### config.mk
export PLATFORM = sky130hd
export DESIGN_NAME = gtfmac_vnc_lat_mon_drain
export DESIGN_NICKNAME = d
export VERILOG_FILES = /design/src/rtl/gtfmac_vnc_lat_mon_pkg.sv /design/src/rtl/gtfmac_vnc_lat_delta_calc.sv /design/src/rtl/gtfmac_vnc_lat_mon_drain.sv
export SDC_FILE = /design/constraint.sdc
export NUM_CORES = 1
export LEC_CHECK = 0
export BUFFER_PORTS_ARGS = -buffer_cell sky130_fd_sc_hd__buf_2
export CAP_MARGIN = 20
export CORE_UTILIZATION = 47
export CTS_CLUSTER_SIZE = 10
export DETAILED_ROUTE_END_ITERATION = 12
export PLACE_DENSITY_LB_ADDON = 0.2
export SLEW_MARGIN = 20
export SYNTH_ARGS = -nofsm -noshare
export SYNTH_HDL_FRONTEND = slang
export SYNTH_SLANG_ARGS = --single-unit
### constraint.sdc
create_clock -name axi_aclk -period 7.52 [get_ports axi_aclk]
set_clock_uncertainty 0.1 [all_clocks]
set_input_delay 0 -clock axi_aclk [delete_from_list [all_inputs] [get_ports axi_aclk]]
set_output_delay 0 -clock axi_aclk [all_outputs]
set_load 0.05 [all_outputs]
### src/rtl/gtfmac_vnc_lat_mon_pkg.sv
// Shared definitions for the latency-monitor drain sequencer.
// Contents:
//   lat_drain_state_t  - drain FSM state encoding
//   ACCU_MAX           - saturation ceiling of the 32-bit delta accumulator
//   DEF_TIMER_WIDTH    - default timestamp / delta width
//   DEF_RAM_ADDR_WIDTH - default timestamp FIFO address width
package gtfmac_vnc_lat_mon_pkg;

   localparam int          DEF_TIMER_WIDTH    = 16;
   localparam int          DEF_RAM_ADDR_WIDTH = 12;
   localparam logic [31:0] ACCU_MAX           = 32'hFFFF_FFFF;

   typedef enum logic [2:0] {
      S_IDLE,
      S_CHECK,
      S_POP,
      S_WAIT,
      S_CALC,
      S_UPDATE,
      S_DONE
   } lat_drain_state_t;

endpackage

### src/rtl/gtfmac_vnc_lat_delta_calc.sv
// Per-packet delta calculator for the latency drain sequencer.
// Computes (rcv_time - snd_time) modulo 2^TIMER_WIDTH so a timer wrap between
// send and receive still yields the true elapsed time, then removes the fixed
// path latency and clamps at zero. The result is registered when en is high.
// Ports:
//   clk, rst_n      - clock, asynchronous active-low reset
//   en              - load the result register this cycle
//   snd_time        - send timestamp
//   rcv_time        - receive timestamp
//   adj_factor      - fixed path latency to subtract
//   delta           - registered adjusted delta
module gtfmac_vnc_lat_delta_calc
   import gtfmac_vnc_lat_mon_pkg::*;
#(
   parameter int TIMER_WIDTH = DEF_TIMER_WIDTH
) (
   input  logic                   clk,
   input  logic                   rst_n,
   input  logic                   en,
   input  logic [TIMER_WIDTH-1:0] snd_time,
   input  logic [TIMER_WIDTH-1:0] rcv_time,
   input  logic [TIMER_WIDTH-1:0] adj_factor,
   output logic [TIMER_WIDTH-1:0] delta
);

   // Natural width truncation gives the modulo subtraction for free.
   logic [TIMER_WIDTH-1:0] raw;
   assign raw = rcv_time - snd_time;

   always_ff @(posedge clk or negedge rst_n) begin
      if (!rst_n) begin
         delta <= '0;
      end else if (en) begin
         delta <= (raw > adj_factor) ? (raw - adj_factor) : '0;
      end
   end

endmodule

### src/rtl/gtfmac_vnc_lat_mon_drain.sv
// Drain sequencer for the latency monitor timestamp FIFO.
// On start it pops send/receive timestamp pairs one at a time, computes an
// adjusted delta per pair and accumulates sum, count, min and max so software
// only reads the summary.
// Ports:
//   axi_aclk, axi_aresetn           - clock, asynchronous active-low reset
//   start, abort                    - one-cycle run control pulses
//   pkt_target                      - samples per run, 0 = drain until empty
//   adj_factor                      - fixed path latency removed per delta
//   lm_datav                        - FIFO occupancy
//   lm_pop                          - one-cycle pop request
//   lm_time_rdy                     - popped pair valid
//   lm_snd_time, lm_rcv_time        - popped timestamp pair
//   delta_time_accu/idx/max/min     - run statistics
//   delta_done, busy, rdy_timeout   - status
module gtfmac_vnc_lat_mon_drain
   import gtfmac_vnc_lat_mon_pkg::*;
#(
   parameter int TIMER_WIDTH    = DEF_TIMER_WIDTH,
   parameter int RAM_ADDR_WIDTH = DEF_RAM_ADDR_WIDTH,
   parameter int RDY_TIMEOUT    = 64
) (
   input  logic                    axi_aclk,
   input  logic                    axi_aresetn,
   input  logic                    start,
   input  logic                    abort,
   input  logic [31:0]             pkt_target,
   input  logic [TIMER_WIDTH-1:0]  adj_factor,
   input  logic [RAM_ADDR_WIDTH:0] lm_datav,
   output logic                    lm_pop,
   input  logic                    lm_time_rdy,
   input  logic [TIMER_WIDTH-1:0]  lm_snd_time,
   input  logic [TIMER_WIDTH-1:0]  lm_rcv_time,
   output logic [31:0]             delta_time_accu,
   output logic [31:0]             delta_time_idx,
   output logic [TIMER_WIDTH-1:0]  delta_time_max,
   output logic [TIMER_WIDTH-1:0]  delta_time_min,
   output logic                    delta_done,
   output logic                    busy,
   output logic                    rdy_timeout
);

   localparam int CNT_W = $clog2(RDY_TIMEOUT + 1);

   lat_drain_state_t       state;
   logic [31:0]            target;
   logic [TIMER_WIDTH-1:0] adj;
   logic [TIMER_WIDTH-1:0] snd_q;
   logic [TIMER_WIDTH-1:0] rcv_q;
   logic [TIMER_WIDTH-1:0] delta;
   logic [CNT_W-1:0]       rdy_cnt;
   logic [32:0]            accu_sum;

   // One extra bit exposes the carry used for saturation.
   assign accu_sum = {1'b0, delta_time_accu} + 33'(delta);

   gtfmac_vnc_lat_delta_calc #(
      .TIMER_WIDTH (TIMER_WIDTH)
   ) u_delta_calc (
      .clk        (axi_aclk),
      .rst_n      (axi_aresetn),
      .en         (state == S_CALC),
      .snd_time   (snd_q),
      .rcv_time   (rcv_q),
      .adj_factor (adj),
      .delta      (delta)
   );

   // Abort pre-empts every non-idle state and leaves statistics and
   // delta_done untouched. In IDLE the start branch also rejects a
   // simultaneous abort. Statistics are written only on start and UPDATE.
   always_ff @(posedge axi_aclk or negedge axi_aresetn) begin
      if (!axi_aresetn) begin
         state           <= S_IDLE;
         lm_pop          <= 1'b0;
         busy            <= 1'b0;
         delta_done      <= 1'b0;
         rdy_timeout     <= 1'b0;
         delta_time_accu <= '0;
         delta_time_idx  <= '0;
         delta_time_max  <= '0;
         delta_time_min  <= '1;
         target          <= '0;
         adj             <= '0;
         snd_q           <= '0;
         rcv_q           <= '0;
         rdy_cnt         <= '0;
      end else if (abort && (state != S_IDLE)) begin
         state  <= S_IDLE;
         lm_pop <= 1'b0;
         busy   <= 1'b0;
      end else begin
         case (state)
            S_IDLE: begin
               if (start && !abort) begin
                  delta_time_accu <= '0;
                  delta_time_idx  <= '0;
                  delta_time_max  <= '0;
                  delta_time_min  <= '1;
                  delta_done      <= 1'b0;
                  rdy_timeout     <= 1'b0;
                  target          <= pkt_target;
                  adj             <= adj_factor;
                  busy            <= 1'b1;
                  state           <= S_CHECK;
               end
            end
            S_CHECK: begin
               if ((target != '0) && (delta_time_idx == target)) begin
                  delta_done <= 1'b1;
                  state      <= S_DONE;
               end else if (lm_datav != '0) begin
                  lm_pop <= 1'b1;
                  state  <= S_POP;
               end else if (target == '0) begin
                  delta_done <= 1'b1;
                  state      <= S_DONE;
               end
            end
            S_POP: begin
               lm_pop  <= 1'b0;
               rdy_cnt <= '0;
               state   <= S_WAIT;
            end
            S_WAIT: begin
               if (lm_time_rdy) begin
                  snd_q <= lm_snd_time;
                  rcv_q <= lm_rcv_time;
                  state <= S_CALC;
               end else if (rdy_cnt == CNT_W'(RDY_TIMEOUT - 1)) begin
                  rdy_timeout <= 1'b1;
                  delta_done  <= 1'b1;
                  state       <= S_DONE;
               end else begin
                  rdy_cnt <= rdy_cnt + 1'b1;
               end
            end
            S_CALC: begin
               state <= S_UPDATE;
            end
            S_UPDATE: begin
               delta_time_accu <= accu_sum[32] ? ACCU_MAX : accu_sum[31:0];
               delta_time_idx  <= delta_time_idx + 32'd1;
               if (delta > delta_time_max) delta_time_max <= delta;
               if (delta < delta_time_min) delta_time_min <= delta;
               state <= S_CHECK;
            end
            S_DONE: begin
               busy  <= 1'b0;
               state <= S_IDLE;
            end
            default: begin
               state <= S_IDLE;
            end
         endcase
      end
   end

endmodule

==> summary by stage, run 1 <==
Yosys
Synthesis produced a netlist whose cell count is 1,314. Counting flops with an async set or reset pin after synthesis yields a share of 1.00. During synthesis, Yosys emitted a total of 0 warnings. The average instance in the mapped netlist occupies 9.17 µm². The synthesized netlist contains 78 unique library cells. Of all cell types, the one taking the most synthesized area is sky130_fd_sc_hd__dfrtp_1.

The number of register bits inferred by synthesis is 206. Ranked by instance count, the synthesized netlist is headed by sky130_fd_sc_hd__nand2_1, sky130_fd_sc_hd__dfrtp_1, sky130_fd_sc_hd__nor2_1, sky130_fd_sc_hd__o21ai_0, sky130_fd_sc_hd__inv_1. After synthesis, the cell types taking the most area are sky130_fd_sc_hd__dfrtp_1, sky130_fd_sc_hd__ha_1, sky130_fd_sc_hd__nand2_1. Of the post-synthesis cell area, the dominant cell type holds 0.395. The synthesized design contains 0 enable-type register cells.

The register area share after synthesis is 0.430. The most used flip-flop cell after synthesis is sky130_fd_sc_hd__dfrtp_1. The most frequent cell after synthesis is sky130_fd_sc_hd__nand2_1.

When the netlist entered floorplanning its net count stood at 1,495. The mapped cell area is 12,000 µm².

Critical path
The worst setup path is launched from a flip-flop. The data arrival time of the critical path is 4.55 ns. The kind of end point of the critical path is a flip-flop. Data on the critical path is required at its endpoint by 7.79 ns. The critical path goes through inv_1 -> ha_1 -> nor2b_1 -> o31ai_1 -> a21oi_1 -> a211o_1 -> o41ai_2 -> xnor2_1 -> ha_1 -> and2_1 -> a311oi_1 -> nand2_1 -> o21ai_1 -> o21a_1 -> nor3_2 -> inv_1 -> o21ai_0. The cell with the largest stage delay on the worst path is sky130_fd_sc_hd__dfrtp_1. Counting both buffers and inverters, the worst setup path holds a total of 2. The setup path with the least slack is of type flip-flop to flip-flop. The logic depth of the worst setup path including buffers is 17. The top cell family by delay on the critical path is compound AO/OA/AOI/OAI gates. The cell count of the worst reg-to-reg path is 17. For this run, the slowest stage of the critical path takes 0.38 ns.

The highest fanout seen on the critical path is 14.

Floorplanning
The region available for standard cell placement spans 25,200 µm². The effective utilization at floorplan is 0.478. Pin placement for this block handled 198 I/O pins. The die is 162 µm tall. The die covers 26,300 µm². The overall die width is 162 µm. The number of rows created at floorplan is 58.

Clocking
The number of gates given a new drive strength after cts is 0. Counting along the longest clock path gives a buffer depth of 3. The post-CTS setup-driven buffer insertion count is 0. For the worst-skew pair, the clock arrives at the later sink with an insertion delay of 0.52 ns. The clock drives 206 sinks. The TritonCTS clock tree is done.

In this run, CTS created clock tree buffers numbering 25. After clock tree synthesis, the clock-pin slew on the worst setup and hold paths is 0.06 ns. The clock tree root buffer cell is sky130_fd_sc_hd__clkbuf_16. For this design, the CTS-stage hold fixing added 86 buffers.

The number of H-tree branching levels is 1.

Timing
The final critical-path setup slack is 3.25 ns. For the finished layout, the period the worst path requires is 4.27 ns. The tightest hold margin is 0.0215 ns.

The final count of hold timing violations was 0. Dividing the final minimum period by the clock period gives 0.568. Measured against its own limit, the worst slew margin works out to 0.251. Setup total negative slack on the finished layout was measured at 0 ns. The maximum clock frequency is 0.234 GHz.

The slew at the pin closest to its max-slew limit is 1.12 ns. The number of slew-limit violations in the final report is 0. Setup violations remaining at the end of the flow were counted as 0. Setup repair after global routing left no endpoint under its margin.

Global route
The wire length of the first global-routing pass is 51,800 µm. The number of global-route vias before repair came to 10,263. The initial antenna violation count is 0. The overall global routing resource usage is 0.245. The largest net degree at the start of global routing is 127. The total global routing overflow is 0.

Power and ir drop
For this design the total switching power over the nets is 0.00122 W. The peak supply drop is 189 µV. The leakage power total is 7.58 nW. The switching share of power is 0.341. Dividing total power by cell area gives a power density of 240 nW/µm². Of the total power, combinational logic draws 0.318. Of the total power, registers draw 0.381.

Of the total power, the clock network draws 0.301. The internal power summed over all cells is 0.00236 W.

Detailed routing
The average via count per standard cell is 5.47. The pre-antenna-repair detailed-routing pass consisted of 5 iterations. The number of DRC violations after detailed-routing iteration 0 is 874.

In the final routed layout, each cell accounts on average for 16.7 µm. The count of nets left with antenna violations once routing finished came out at 0. In the routed design, unresolved DRC markers number 0. The via count of the routed design is 10,530. The aggregate routed wire length is 32,200 µm.

Place
The cell total after placement is 1,800. Before CTS, the worst setup slack after placement is 3.31 ns. After legalization and detailed placement, the total HPWL measured 22,400 µm. The placed instance area is 13,300 µm². The final weighted congestion of routability-driven global placement is 0.873. The count of buffers added on input and output ports is 197.

Final layout
The number of filler instances in the final layout is 2,217. Relative to the synthesized area, the layout overhead comes to 23.5%. At the end of the flow, the number of nets in the layout was 1,764. The area used by sequential logic in the layout is 5170 µm². Summing all non-filler instances in the final layout gives an area of 14,900 µm². The final standard cell count with taps included and fillers excluded is 1,924. The share of cells above drive strength 1 is 0.184.

The number of diodes added for antenna fixing is 0. The combined area of the multi-input logic cells is 6360 µm².

Worst hold path
Along the worst hold path, the cell count comes to 5. The classification of the worst-slack hold path is input port to flip-flop.

Status
The run finished with clean final reports.

Run
The count of maximum capacitance violations is 0.
## layout make-up
type | count | share of cell area
Clock buffer | 37 | 0.0471
Clock inverter | 1 | 0.000336
Inverter | 85 | 0.0214
Multi-Input combinational cell | 977 | 0.428
Sequential cell | 206 | 0.348
Tap cell | 330 | 0.0277
Timing Repair Buffer | 288 | 0.128
## cells in the final DEF, fill, tap and decap left out, types with 16 or more instances in the layout
cell,netlist,layout
sky130_fd_sc_hd__mux2_2,16,16
sky130_fd_sc_hd__a21o_1,23,23
sky130_fd_sc_hd__nand2_1,210,210
sky130_fd_sc_hd__nand3_1,31,31
sky130_fd_sc_hd__inv_1,84,84
sky130_fd_sc_hd__nor3_1,27,27
sky130_fd_sc_hd__xor2_1,63,63
sky130_fd_sc_hd__dfrtp_1,190,190
sky130_fd_sc_hd__o21ai_0,88,88
sky130_fd_sc_hd__dlygate4sd3_1,0,86
sky130_fd_sc_hd__a31oi_1,17,17
sky130_fd_sc_hd__xnor2_1,35,35
sky130_fd_sc_hd__ha_1,80,80
sky130_fd_sc_hd__nor2_1,90,87
sky130_fd_sc_hd__nor4_1,23,23
sky130_fd_sc_hd__clkbuf_16,0,25
sky130_fd_sc_hd__o22a_1,17,17
sky130_fd_sc_hd__dfstp_2,16,16
sky130_fd_sc_hd__a22o_1,19,19
sky130_fd_sc_hd__buf_2,16,196
sky130_fd_sc_hd__a21oi_1,55,55
sky130_fd_sc_hd__nand4_1,23,23
## flip-flops by register name (all words and copies together) (netlist names), 3 cells and up
register,count
delta_time_accu,32
delta_time_idx,32
target,32
adj,16
delta_time_max,16
delta_time_min,16
rcv_q,16
snd_q,16
u_delta_calc.delta,16
rdy_cnt,7
state,3
## logic make-up after synthesis
group	share of synthesized area
XOR/XNOR	0.0713
flip-flops	0.430
buffers and inverters	0.0434
multiplexers	0.0166
AND/OR/NAND/NOR	0.184
AO/OA/AOI/OAI	0.167
adder cells (fa/ha/maj)	0.0881
## final timing paths
| kind | start | endpoint | slack, ns |
|---|---|---|---|
| max reg2reg | snd_q[1] | u_delta_calc.delta[7] | 3.25 |
| min in group asynchronous | axi_aresetn | delta_time_accu[18] | 0.10 |
| min reg2reg | delta_time_accu[7] | delta_time_accu[7] | 0.41 |
| min | lm_datav[4] | lm_pop | 0.02 |
| max | snd_q[1] | u_delta_calc.delta[7] | 3.25 |
| max in group asynchronous | axi_aresetn | rcv_q[9] | 5.95 |
## per-layer routing
| layer | part of all wire | GRT usage |
|---|---|---|
| met1 | 0.43 | 0.321 |
| met2 | 0.49 | 0.420 |
| met3 | 0.056 | 0.0370 |
| met4 | 0.022 | 0.0660 |
| met5 | 0 | 0 |
## worst register-to-register path: stages (launching register included)
cell	delay, ns
sky130_fd_sc_hd__dfrtp_1	0.38
sky130_fd_sc_hd__inv_1	0.07
sky130_fd_sc_hd__ha_1	0.28
sky130_fd_sc_hd__nor2b_1	0.14
sky130_fd_sc_hd__o31ai_1	0.32
sky130_fd_sc_hd__a21oi_1	0.15
sky130_fd_sc_hd__a211o_1	0.31
sky130_fd_sc_hd__o41ai_2	0.37
sky130_fd_sc_hd__xnor2_1	0.12
sky130_fd_sc_hd__ha_1	0.37
sky130_fd_sc_hd__and2_1	0.19
sky130_fd_sc_hd__a311oi_1	0.32
sky130_fd_sc_hd__nand2_1	0.09
sky130_fd_sc_hd__o21ai_1	0.24
sky130_fd_sc_hd__o21a_1	0.17
sky130_fd_sc_hd__nor3_2	0.05
sky130_fd_sc_hd__inv_1	0.32
sky130_fd_sc_hd__o21ai_0	0.16
## power by group through the flow
stage	clock network (W)	registers [W]	logic, W
6_report	0.00108	0.00136	0.00114
4_1_cts	0.00110	0.00136	0.00114
3_5_place_dp	0	0.00138	0.00109
3_3_place_gp	0	0.00138	0.00107
5_1_grt	0.00115	0.00138	0.00128
2_1_floorplan	0	0.00134	0.000811
## stage by stage
stage | total power, W | utilization
floorplan | 0.00215 | -
global placement | 0.00245 | 0.528
detailed placement | 0.00247 | 0.528
CTS | 0.00360 | 0.591
global route | 0.00381 | 0.591
finish | 0.00357 | 0.591
No activity file was read; power rests on OpenSTA's default activity.
==> run 2, diff against run 1 <==
clock period = 4.1 ns   (was 7.52 ns; I/O delays follow)
==> summary by stage, run 2 (synthesis results as in run 1) <==
Status
Result of the run: completed (unchanged).

Detailed routing
The via count of the routed design is 10,528 (was 10,530). The post-route antenna net violation count was 0 (unchanged). The average via count per standard cell was 5.45 (was 5.47). The total DRC errors in the routed layout is 0 (unchanged). The aggregate routed wire length is 32,300 µm (was 32,200 µm). The number of iterations in the first detailed-routing pass was 6 (was 5).

The number of DRC violations after detailed-routing iteration 0 was 854 (was 874). The average routed wire per standard cell is 16.7 µm (about the same).

Timing
The final critical-path setup slack is 0.0960 ns (was 3.25 ns). The accumulated negative setup slack was 0 ns (unchanged). The maximum clock frequency is 0.250 GHz (was 0.234 GHz). The worst slew margin relative to its limit is 0.316 (was 0.251). The number of slew-limit violations in the final report is 0 (unchanged).

The clock period minus final worst setup slack is 4.00 ns (was 4.27 ns). The total of endpoints with negative setup slack in the final report came to 0 (unchanged). The slew at the pin closest to its max-slew limit is 1.02 ns (was 1.12 ns).

The part of the cycle the worst path needs is 0.977 (was 0.568). RSZ-0062 raised after global routing: true (was false). The final count of hold timing violations is 0 (unchanged).

Power and ir drop
The total power density per cell area came to 443 nW/µm² (was 240 nW/µm²). The peak supply drop is 301 µV (was 189 µV). The internal power summed over all cells is 0.00438 W (was 0.00236 W).

The leakage power total came to 7.65 nW (was 7.58 nW). The net switching power is 0.00228 W (was 0.00122 W). The overall power of the completed layout came to 0.00666 W (was 0.00357 W).

The clock network power share is 0.294 (was 0.301). The switching share of power is 0.343 (was 0.341). The proportion of power drawn by flip-flops and latches is 0.375 (was 0.381).

The relative contribution of combinational cells to total power is 0.331 (was 0.318).

Clocking
The clock latency at the later pin of the worst-skew pair is 0.51 ns (was 0.52 ns). The TritonCTS clock tree is done (unchanged). The maximum buffer depth of the clock tree came to 3 (unchanged).

The total CTS buffers is 25 (unchanged). The clock tree root buffer cell is sky130_fd_sc_hd__clkbuf_16 (unchanged). The CTS sink count is 206 (unchanged). The post-CTS clock slew at the launch and capture registers of the worst setup and hold paths is 0.06 ns (about the same).

The number of H-tree branching levels is 1 (unchanged).

Worst hold path
The classification of the worst-slack hold path is input port to flip-flop (unchanged). The worst hold path cell count is 6 (was 5). The launch point of the worst hold path was lm_datav[4] (unchanged).

The worst hold endpoint is delta_done (was lm_pop).

Critical path
The reg-to-reg endpoint is u_delta_calc.delta[11] (was u_delta_calc.delta[7]). The launching point of the worst reg2reg path is snd_q[1] (unchanged). The cell count of the worst reg-to-reg path came to 19 (was 17).

The required time at the worst-slack endpoint is 4.39 ns (was 7.79 ns). The data arrival time of the critical path came to 4.29 ns (was 4.55 ns). The cell with the largest stage delay on the worst path is sky130_fd_sc_hd__o41ai_4 (was sky130_fd_sc_hd__dfrtp_1). The nature of the critical path startpoint is a flip-flop (unchanged). The highest fanout seen on the critical path was 7 (was 14). The kind of end point of the critical path is a flip-flop (unchanged). Cells traversed along the worst timing path: inv_2 -> ha_4 -> nor2b_4 -> o31ai_4 -> a21oi_2 -> a211o_1 -> o41ai_4 -> o21ai_1 -> a21oi_1 -> xnor2_1 -> ha_1 -> a21o_1 -> a21o_1 -> a21oi_2 -> o21a_1 -> nor3_4 -> inv_2 -> buf_6 -> o21ai_1 (was inv_1 -> ha_1 -> nor2b_1 -> o31ai_1 -> a21oi_1 -> a211o_1 -> o41ai_2 -> xnor2_1 -> ha_1 -> and2_1 -> a311oi_1 -> nand2_1 -> o21ai_1 -> o21a_1 -> nor3_2 -> inv_1 -> o21ai_0). The maximum cell stage delay along the critical path is 0.42 ns (was 0.38 ns). The type of the worst setup path is flip-flop to flip-flop (unchanged). The slack of the worst reg-to-reg path was 0.1 ns (was 3.25 ns).

Floorplanning
The number of rows created at floorplan is 58 (unchanged). The die height is 162 µm (unchanged). The number of top-level design ports is 198 (unchanged). The overall die area is 26,300 µm² (unchanged). The effective utilization at floorplan is 0.478 (unchanged). The core area is 25,200 µm² (unchanged).

The overall die width is 162 µm (unchanged).

Global route
The total global routing overflow is 0 (unchanged). The largest net degree at the start of global routing is 104 (was 127). The number of global-route vias before repair came to 10,193 (was 10,263). The initial antenna violation count is 1 (was 0).

The wire length of the first global-routing pass was 51,800 µm (about the same). The overall global routing resource usage came to 0.247 (was 0.245).

Final layout
Most used cells in the layout excluding fill and tap cells: sky130_fd_sc_hd__nand2_1, sky130_fd_sc_hd__buf_2, sky130_fd_sc_hd__dfrtp_1 (unchanged). The share of cells above drive strength 1 came to 0.196 (was 0.184). The number of filler instances in the final layout is 2,194 (was 2,217).

The final standard cell count with taps included and fillers excluded came to 1,933 (was 1,924). Largest registers: delta_time_accu (32), delta_time_idx (32), target (32) (unchanged). The most common cell after layout, fill and taps aside is sky130_fd_sc_hd__nand2_1 (unchanged).

The layout-stage area growth over the synthesis result was 24.9% (was 23.5%). The net total in the final layout came to 1,774 (was 1,764).

Place
The half-perimeter wire length of the detailed placement result is 22,700 µm (was 22,400 µm). The placement-stage worst setup slack is 0.0294 ns (was 3.31 ns). The cell total after placement is 1,809 (was 1,800).

The final weighted congestion of routability-driven global placement is 0.890 (was 0.873). The count of buffers from port buffering is 197 (unchanged).

Run
The count of maximum capacitance violations is 0 (unchanged).
## run 2: cell types whose count changed in the layout (fill, tap and decap cells not counted), moves of 3 or more
| cell | previous run | this run |
|---|---|---|
| sky130_fd_sc_hd__buf_4 | 3 | 11 |
| sky130_fd_sc_hd__o21ai_1 | 6 | 12 |
| sky130_fd_sc_hd__o21ai_2 | 0 | 3 |
| sky130_fd_sc_hd__o21ai_0 | 88 | 79 |
## run 2: worst max path at each step
| stage | start | end |
|---|---|---|
| 3_3_place_gp | snd_q[1] | u_delta_calc.delta[13] |
| 6_report | snd_q[1] | u_delta_calc.delta[11] |
| 2_1_floorplan | snd_q[1] | u_delta_calc.delta[10] |
| 4_1_cts | snd_q[1] | u_delta_calc.delta[13] |
| 5_1_grt | snd_q[1] | u_delta_calc.delta[11] |
| 3_5_place_dp | snd_q[1] | u_delta_calc.delta[13] |
## run 2: area by class of cell
class / instances / area (µm²) / share of cell area
repair buffers: 298 / 2000 / 0.133
clock buffers: 36 / 697 / 0.0463
multi-input cells: 977 / 6440 / 0.428
flip-flops and latches: 206 / 5170 / 0.344
diodes: 1 / 2.50 / 0.000166
inverters: 85 / 319 / 0.0212
well taps: 330 / 413 / 0.0274
## run 2: worst max-delay path, delay by kind of cell, from the launching register on
kind,cells,cell delay [ns]
XOR/XNOR,1,0.21
AO/OA/AOI/OAI,11,2.09
AND/OR/NAND/NOR,2,0.18
buffers and inverters,3,0.35
adder cells (fa/ha/maj),2,0.52
flip-flops,1,0.40
## run 2: power by group through the flow
stage	clock (W)	combinational, W	sequential (W)
finish	0.00196	0.00221	0.00250
CTS	0.00201	0.00214	0.00250
global placement	0	0.00202	0.00252
detailed placement	0	0.00206	0.00253
floorplan	0	0.00149	0.00246
global route	0.00208	0.00246	0.00253
## run 2: metrics by stage
| step | hold WS [ns] | util | area [µm²] |
|---|---|---|---|
| after floorplan | -0.396 | - | 12000 |
| after CTS | 0.00120 | 0.593 | 14900 |
| final | 0.0147 | 0.598 | 15000 |
| after global placement | 0.0622 | 0.532 | 13400 |
| after global routing | 0.0704 | 0.598 | 15000 |
| after detailed placement | 0.0677 | 0.532 | 13400 |
## run 2: layer usage
layer	vias to the layer above	global-route usage	wire, µm
li1	5156	-	-
met1	5033	0.331	14300
met2	266	0.418	15800
met3	73	0.0273	1390
met4	0	0.0772	893
met5	-	0	0
## run 2: what timing repair did
action	4_1_cts	5_1_grt
setup endpoints to repair	0	16
resized for setup	0	27
buffers inserted	0	2
hold buffers	85	0
hold endpoints to repair	190	0
==> run 3, diff against run 2 <==
BUFFER_PORTS_ARGS = -buffer_cell sky130_fd_sc_hd__buf_4   (was -buffer_cell sky130_fd_sc_hd__buf_2)
==> summary by stage, run 3 (synthesis results as in run 1) <==
Power and ir drop
The clock network power share came to 0.292 (was 0.294). The proportion of power drawn by flip-flops and latches is 0.369 (was 0.375). The switching share of power is 0.341 (was 0.343). The leakage power total came to 7.82 nW (was 7.65 nW). The relative contribution of combinational cells to total power is 0.338 (was 0.331). The total power density per cell area was 433 nW/µm² (was 443 nW/µm²). The peak supply drop is 290 µV (was 301 µV). The net switching power was 0.00231 W (was 0.00228 W). The internal power summed over all cells was 0.00447 W (was 0.00438 W).

Detailed routing
The post-route antenna net violation count was 0 (unchanged). The number of iterations in the first detailed-routing pass is 5 (was 6). The average routed wire per standard cell is 16.8 µm (was 16.7 µm). The aggregate routed wire length is 32,700 µm (was 32,300 µm).

The total DRC errors in the routed layout is 0 (unchanged). The average via count per standard cell is 5.44 (was 5.45). The via count of the routed design came to 10,601 (was 10,528). The number of DRC violations after detailed-routing iteration 0 came to 747 (was 854).

Clocking
The clock tree root buffer cell is sky130_fd_sc_hd__clkbuf_16 (unchanged). The TritonCTS clock tree is done (unchanged). The number of H-tree branching levels is 1 (unchanged). The clock latency at the later pin of the worst-skew pair came to 0.51 ns (about the same). The CTS sink count is 206 (unchanged). The maximum buffer depth of the clock tree is 3 (unchanged). The post-CTS clock slew at the launch and capture registers of the worst setup and hold paths is 0.06 ns (about the same). The total CTS buffers was 25 (unchanged).

Critical path
In this design, the critical path's most frequently occurring cell is sky130_fd_sc_hd__buf_4. The cell count of the worst reg-to-reg path was 19 (unchanged). The kind of end point of the critical path is a flip-flop (unchanged). The highest fanout seen on the critical path is 3 (was 7).

The nature of the critical path startpoint is a flip-flop (unchanged). The maximum cell stage delay along the critical path was 0.40 ns (was 0.42 ns). The required time at the worst-slack endpoint is 4.39 ns (about the same). The critical path buffer and inverter count is 3 (unchanged). Cells traversed along the worst timing path: inv_2 -> ha_4 -> nor2b_4 -> o31ai_4 -> a21oi_2 -> a211o_1 -> o41ai_4 -> buf_4 -> xnor2_2 -> ha_1 -> and2_4 -> a311oi_2 -> nand2_1 -> o21ai_2 -> buf_4 -> o21bai_1 -> a21oi_1 -> xor2_1 -> o21ai_1 (was inv_2 -> ha_4 -> nor2b_4 -> o31ai_4 -> a21oi_2 -> a211o_1 -> o41ai_4 -> o21ai_1 -> a21oi_1 -> xnor2_1 -> ha_1 -> a21o_1 -> a21o_1 -> a21oi_2 -> o21a_1 -> nor3_4 -> inv_2 -> buf_6 -> o21ai_1). The capturing element of the worst setup path is u_delta_calc.delta[14] (was u_delta_calc.delta[11]).

The slack of the worst reg-to-reg path is 0.09 ns (was 0.1 ns). The reg-to-reg endpoint was u_delta_calc.delta[14] (was u_delta_calc.delta[11]). The data arrival time of the critical path was 4.31 ns (was 4.29 ns).

The source of the critical timing path is snd_q[1] (unchanged). The cell with the largest stage delay on the worst path was sky130_fd_sc_hd__o41ai_4 (unchanged). The top cell family by delay on the critical path is compound AO/OA/AOI/OAI gates (unchanged). The launching point of the worst reg2reg path is snd_q[1] (unchanged). The type of the worst setup path is flip-flop to flip-flop (unchanged). The logic depth of the worst setup path including buffers was 19 (unchanged).

Run
The count of maximum capacitance violations came to 0 (unchanged).

Timing
The part of the cycle the worst path needs is 0.979 (was 0.977). RSZ-0062 raised after global routing: true (unchanged). The maximum clock frequency is 0.249 GHz (was 0.250 GHz). The slew at the pin closest to its max-slew limit is 0.983 ns (was 1.02 ns).

The clock period minus final worst setup slack came to 4.01 ns (was 4.00 ns). The worst slew margin relative to its limit is 0.345 (was 0.316). The tightest hold margin is -0.0108 ns (was 0.0147 ns). The final count of hold timing violations is 2 (was 0).

The total of endpoints with negative setup slack in the final report was 0 (unchanged). The number of slew-limit violations in the final report is 0 (unchanged).

Floorplanning
The number of rows created at floorplan is 58 (unchanged). The overall die width is 162 µm (unchanged). The core area is 25,200 µm² (unchanged). The die height is 162 µm (unchanged). The effective utilization at floorplan is 0.478 (unchanged).

The number of top-level design ports is 198 (unchanged). The overall die area is 26,300 µm² (unchanged).

Global route
The overall global routing resource usage came to 0.248 (was 0.247). The number of global-route vias before repair was 10,307 (was 10,193). The initial antenna violation count is 0 (was 1). The largest net degree at the start of global routing is 108 (was 104).

The total global routing overflow is 0 (unchanged). The wire length of the first global-routing pass is 52,400 µm (was 51,800 µm).

Place
The final weighted congestion of routability-driven global placement was 0.891 (was 0.890). The placed instance area is 13,900 µm² (was 13,400 µm²). The cell total after placement is 1,812 (was 1,809).

The half-perimeter wire length of the detailed placement result was 23,300 µm (was 22,700 µm). The count of buffers from port buffering came to 197 (unchanged).

Final layout
The most common cell after layout, fill and taps aside is sky130_fd_sc_hd__buf_4 (was sky130_fd_sc_hd__nand2_1). The net total in the final layout is 1,786 (was 1,774). The final standard cell count with taps included and fillers excluded came to 1,947 (was 1,933). Most used cells in the layout excluding fill and tap cells: sky130_fd_sc_hd__buf_4, sky130_fd_sc_hd__nand2_1, sky130_fd_sc_hd__dfrtp_1 (was sky130_fd_sc_hd__nand2_1, sky130_fd_sc_hd__buf_2, sky130_fd_sc_hd__dfrtp_1). Largest registers: delta_time_accu (32), delta_time_idx (32), target (32) (unchanged).

The finished layout cell area was 15,700 µm² (was 15,000 µm²). The share of cells above drive strength 1 is 0.200 (was 0.196). The layout-stage area growth over the synthesis result is 30.1% (was 24.9%). The utilization after layout is 0.622 (was 0.598). The number of diodes added for antenna fixing is 0 (was 1).

Worst hold path
The classification of the worst-slack hold path is input port to async pin (was input port to flip-flop).

Status
Result of the run: complete, but fails checks (was completed). The checks that failed: negative hold slack.
## run 3: cell types whose count changed in the layout (fill, tap and decap cells not counted), moves of 3 or more
cell | before | now
sky130_fd_sc_hd__buf_4 | 11 | 213
sky130_fd_sc_hd__buf_2 | 196 | 0
sky130_fd_sc_hd__o21ai_1 | 12 | 16
sky130_fd_sc_hd__o21ai_0 | 79 | 76
sky130_fd_sc_hd__dlygate4sd3_1 | 85 | 90
sky130_fd_sc_hd__clkbuf_8 | 4 | 1
sky130_fd_sc_hd__clkbuf_1 | 8 | 12
## run 3: timing repair
action                                  CTS  global route
hold buffers                             90             0
hold endpoints to repair                199             0
resized for setup                         0            34
endpoints found under the setup margin    0            16
buffers inserted                          0             6
## run 3: metal layers
metal	up-vias	GRT usage	routed length [µm]
met5	-	0	0
met4	0	0.0665	652
met3	48	0.0301	1210
met2	221	0.431	16200
met1	5164	0.327	14600
li1	5168	-	-
## run 3: how the worst min path moves through the flow
stage | depth (start not counted) | endpoint | from
final | 2 | delta_time_accu[18] | axi_aresetn
after detailed placement | 1 | delta_time_accu[5] | axi_aresetn
after floorplan | 0 | adj[0] | axi_aresetn
after CTS | 6 | delta_done | lm_datav[10]
after global routing | 6 | delta_done | lm_datav[2]
after global placement | 1 | delta_time_accu[18] | axi_aresetn
## run 3: cell type report
cell class / instances / area [µm²]
Timing Repair Buffer: 310 / 2600
Clock inverter: 2 / 35.0
Fill cell: 2130 / 9510
Tap cell: 330 / 413
Clock buffer: 37 / 671
Sequential cell: 206 / 5170
Multi-Input combinational cell: 977 / 6460
Inverter: 85 / 319
## run 3: power groups by stage
stage / logic (W) / registers [W] / clock network [W]
after floorplan: 0.00149 / 0.00246 / 0
after global placement: 0.00204 / 0.00253 / 0
after detailed placement: 0.00209 / 0.00254 / 0
after CTS: 0.00217 / 0.00250 / 0.00203
after global routing: 0.00256 / 0.00253 / 0.00210
final: 0.00229 / 0.00250 / 0.00198
## run 3: through the flow
step           power [W]  setup TNS, ns  setup WS, ns
4_1_cts          0.00670              0       0.00795
6_report         0.00678              0        0.0851
5_1_grt          0.00720         -0.112       -0.0593
2_1_floorplan    0.00395              0         0.292
3_5_place_dp     0.00462              0        0.0338
3_3_place_gp     0.00456              0         0.120
